File: config.mk
export PLATFORM = sky130hd
export DESIGN_NAME = freq_meter
export DESIGN_NICKNAME = d
export VERILOG_FILES = /design/src/rtl/freq_meter.sv
export SDC_FILE = /design/constraint.sdc
export NUM_CORES = 1
export LEC_CHECK = 0
export BUFFER_PORTS_ARGS = -buffer_cell sky130_fd_sc_hd__buf_2
export CAP_MARGIN = 20
export CORE_MARGIN = 8
export CORE_UTILIZATION = 35
export CTS_CLUSTER_DIAMETER = 30
export DETAILED_ROUTE_END_ITERATION = 10
export MAX_ROUTING_LAYER = met4
export PLACE_DENSITY_LB_ADDON = 0.15
export SYNTH_ARGS = -nofsm -noshare
export SYNTH_HDL_FRONTEND = slang
export SYNTH_SLANG_ARGS = --single-unit
File: constraint.sdc
create_clock -name clkin -period 4.46 [get_ports clkin]
set_input_delay 0.223 -clock clkin [delete_from_list [all_inputs] [get_ports clkin]]
set_output_delay 0.223 -clock clkin [all_outputs]
set_load 0.02 [all_outputs]
File: src/rtl/freq_meter.sv
// freq_meter: gated rising-edge counter and edge-to-edge period meter for a slow asynchronous input.
module freq_meter #(
    parameter int GATE_CYCLES = 1_000_000,
    parameter int CNT_W = 32
) (
    input  logic             clkin,
    input  logic             rst_n,
    input  logic             en,
    input  logic             sig_in,
    output logic [CNT_W-1:0] freq_cnt,
    output logic             freq_valid,
    output logic [CNT_W-1:0] period_cyc,
    output logic             per_valid,
    output logic             ovf,
    output logic             busy
);
    localparam int GW = $clog2(GATE_CYCLES);
    localparam logic [0:0] IDLE = 1'b0;
    localparam logic [0:0] GATE = 1'b1;
    localparam logic [GW-1:0] GATE_LAST = GW'(GATE_CYCLES - 1);
    localparam logic [CNT_W-1:0] CNT_MAX = '1;

    logic [0:0] state;
    logic s1, s2, s3, rise, armed, win_end;
    logic [GW-1:0] gate_cnt;
    logic [CNT_W-1:0] edge_cnt, per_cnt;

    assign rise = s2 & ~s3;
    assign win_end = gate_cnt == GATE_LAST;
    assign busy = state == GATE;

    always_ff @(posedge clkin) begin
        if (!rst_n) begin
            s1 <= 1'b0;
            s2 <= 1'b0;
            s3 <= 1'b0;
        end else begin
            s1 <= sig_in;
            s2 <= s1;
            s3 <= s2;
        end
    end

    always_ff @(posedge clkin) begin
        if (!rst_n) begin
            state <= IDLE;
            gate_cnt <= '0;
            edge_cnt <= '0;
            per_cnt <= '0;
            armed <= 1'b0;
            freq_cnt <= '0;
            period_cyc <= '0;
            ovf <= 1'b0;
            freq_valid <= 1'b0;
            per_valid <= 1'b0;
        end else begin
            freq_valid <= 1'b0;
            per_valid <= 1'b0;
            // entering a window and aborting one both start from cleared counters
            if (state == IDLE || !en) begin
                state <= en ? GATE : IDLE;
                gate_cnt <= '0;
                edge_cnt <= '0;
                per_cnt <= '0;
                armed <= 1'b0;
            end else begin
                gate_cnt <= win_end ? '0 : gate_cnt + GW'(1);
                edge_cnt <= win_end ? '0 : edge_cnt + CNT_W'(rise);
                if (win_end) begin
                    freq_cnt <= edge_cnt + CNT_W'(rise);
                    freq_valid <= 1'b1;
                end
                per_cnt <= rise ? CNT_W'(1) : (per_cnt == CNT_MAX ? per_cnt : per_cnt + CNT_W'(1));
                if (rise) begin
                    armed <= 1'b1;
                    if (armed) begin
                        period_cyc <= per_cnt;
                        ovf <= per_cnt == CNT_MAX;
                        per_valid <= 1'b1;
                    end
                end
            end
        end
    end
endmodule

==> results.md <==
* Status: completed
* Synth cell count leaders: dfxtp_1 (156), nand2_1 (121), nor2_1 (79)
* Total Neg Setup Slack at 0 ps
* Global-route usage over all layers at 0.134
* Max cap viols at 0
* Final Non-Filler Cells at around 1000
* Final worst path period share at 0.540
* Worst hold path type: in2reg
* Startpoint types: register
* FMAX at around 0.41 GHz
* Slew of the pin with the lowest slew margin at a little over 900 ps
* Seq cells post-synth at 156
* Tmin final at roughly 2400 ps
* Syn avg cell area at 8.77 um^2
* Die Y at about 150 um
* Initial core utilization at 0.352
* CTS buffer count at 17
* Clock buffer depth at 2
* Peak supply drop at 0.265 mV
* Slew Viols, Final at 0
* Crit path kind: reg2reg
* Synth warn at 0
* Ys async rst share at 0
* GR Overflow Total at 0
* Gpl congestion at 0.786
* Via count at between 5000 and 6000
* Most used DFF post-synth: dfxtp_1
* RR Endpoint: per_cnt[1]$_SDFFE_PP0P_
* Boundary Pins at slightly above 70
* WL final at roughly 15000 um
* Average wire per standard cell at 14.3 um
* Worst path depth at 6
* Clock root cell: clkbuf_16
* Initial antenna violation count at 0
* Clk Latency, worst-skew pair at 430 ps
* Delay-heaviest family, CP: simple AND/OR/NAND/NOR gates
* Top-area cell type share of the netlist area at 0.481
* Cell Area, Synth at ~6500 um^2
* Slew HR at 0.394
* Slowest cell on the critical path: and4_1
* Simple-gate portion of the synthesized area at 0.258
* Die width at 152 um
* Largest net degree at the start of global routing at 72
* Worst r2r src: per_cnt[0]$_SDFFE_PP0P_
* Postcts setup bufs at 0
* Main area contributors after synthesis: dfxtp_1 (48%), nand2_1 (7.0%), xnor2_1 (4.9%), nor2_1 (4.6%), a21boi_0 (3.8%)
* Compound-Gate Fraction of Synth Area at 0.129
* CTS H-tree depth at 4
* CTS Sinks at ~160
* Post-CTS sizing at 0
* Port buffer count at ~70
* RSZ-0062 raised after global routing: false
* Clock skew at between 10 and 15 ps
* Hold Fails Final Rpt at 0
* Worst EP arrival at 2710 ps
* Antenna diodes at 0
* Via density at about 5
* Finish-stage setup viols at 0
* Count leader, synth: dfxtp_1
* Worst path most repeated cell: nor2_1
* Sequential element share of the synthesized area at 0.481
* DP HPWL at 10300 um
* Worst setup endpoint: per_cnt[1]$_SDFFE_PP0P_
* CP Max Fanout at 27
* Post-synth EDFFs at 0
* Hold path depth at 2
* CP cell instances: ha_1, nand3_1, nor2_1, and4_1, mux2i_1, nor2_1
* Core ar. at 18500 um^2
* Netlist cell types at between 50 and 60
* Fraction of layout cells with a size suffix above 1 at 0.152
* Largest family of logic cells by synthesized area: simple AND/OR/NAND/NOR gates
* Placed cells at approximately 1000
* Tot Pwr at about 2800 uW
* Reg2reg setup slack at 2050 ps
* Post-DRT Antenna Nets at 0
* CP endpoint kind: register
* Synth Area in XOR/XNOR at 0.0755
* Post-layout util at 0.411
* DRC violations left at 0
* Leak pwr at between 0.002 and 0.003 uW
* WP buf/inv at 0
* Post-synthesis adder-cell area fraction at 0.00770
* Rows at 50
* First-pass GRT wire length at approximately 25000 um
* Final net count at just over 800
* Fill count at ~1900
* Hold Buf Count CTS at 0
* Cell taking the most area after synthesis: dfxtp_1
* Crit. Startpoint: per_cnt[0]$_SDFFE_PP0P_
* Worst-path clk slew at ~70 ps
* Die area at between 20000 and 25000 um^2
* CTS tree: yes
* Req. time, crit path at roughly 4800 ps
* DRT Pass-1 Iters at 4
* Iter 0 DRT Violations at approximately 230
* Cell Pwr Density at between 300 and 400 nW/um^2
* Syn Nets at 749
* Mux cell area share after synthesis at 0.0108
* Via count of the first global-routing pass at between 5000 and 6000
* CP max stage delay at just under 900 ps
* Mapped Cells at approximately 740
* Area Growth Syn to Fin at 16.8%
* R2R depth at 6
-- worst min path at each step --
stage	from	slack, ps	endpoint
after floorplan	en	340	busy$_SDFFE_PN0P_
after global placement	s1$_SDFF_PN0_	430	s2$_SDFF_PN0_
after detailed placement	s1$_SDFF_PN0_	430	s2$_SDFF_PN0_
after CTS	sig_in	20	s1$_SDFF_PN0_
after global routing	sig_in	20	s1$_SDFF_PN0_
final	sig_in	30	s1$_SDFF_PN0_
-- power breakdown --
part / internal [uW] / leakage (uW) / switching [uW] / total, uW
registers: 1390 / 0.00126 / 1.75 / 1400
clock network: 752 / 0.000261 / 618 / 1370
logic: 9.92 / 0.00128 / 19.8 / 29.7
total: 2160 / 0.00280 / 640 / 2800
-- sequential cells by signal, indices dropped and copies added, names as in the netlist, 20 cells and up --
| register | cells |
|---|---|
| freq_cnt | 32 |
| per_cnt | 32 |
| period_cyc | 32 |
| gate_cnt | 20 |
| edge_cnt | 32 |
-- through the flow --
step | setup WS (ps) | hold slack [ps] | cell area [um^2]
2_1_floorplan | 2540 | 345 | 6500
3_3_place_gp | 1900 | 429 | 6990
3_5_place_dp | 1850 | 428 | 7010
4_1_cts | 1880 | 18.4 | 7570
5_1_grt | 1790 | 25.0 | 7590
6_report | 2050 | 27.9 | 7590
-- logic make-up after synthesis --
| kind of cell | after synthesis |
|---|---|
| buf+inv | 53 |
| simple gates | 340 |
| mux | 7 |
| flops | 156 |
| fa+ha+maj | 4 |
| compound gates | 125 |
| xor+xnor | 56 |
-- layer usage --
layer  wire length [um]  global-route usage
met5                  0                   -
met4                191              0.0405
met3                572              0.0383
met2               7310               0.229
met1               6900               0.149
-- layout by cell type (no fill, tap or decap), types with 5 or more instances in the layout --
cell type and n:
dfxtp_1 156, nand2_1 121, nor2_1 78, buf_2 71, xnor2_1 36, a21boi_0 33, a21oi_1 31, o21ai_0 28
nand3_1 24, nand4_1 23, xor2_1 20, nor3_1 18, clkbuf_16 17, or3_1 13, o211a_1 13, inv_1 12
and3_1 10, and4_1 10, and2_1 8, nor4_1 7, mux2i_1 7, or4_1 5, clkinvlp_4 5
-- cell type report --
type	instances	area, um^2	share of cell area
clock buffer	19	453	0.0597
clock inverter	13	110	0.0145
inverter	12	45.0	0.00593
multi-input combinational	532	3150	0.414
sequential	156	3120	0.411
tap	234	293	0.0386
timing repair buffer	78	422	0.0555
Power figures use the tool's default switching activity.
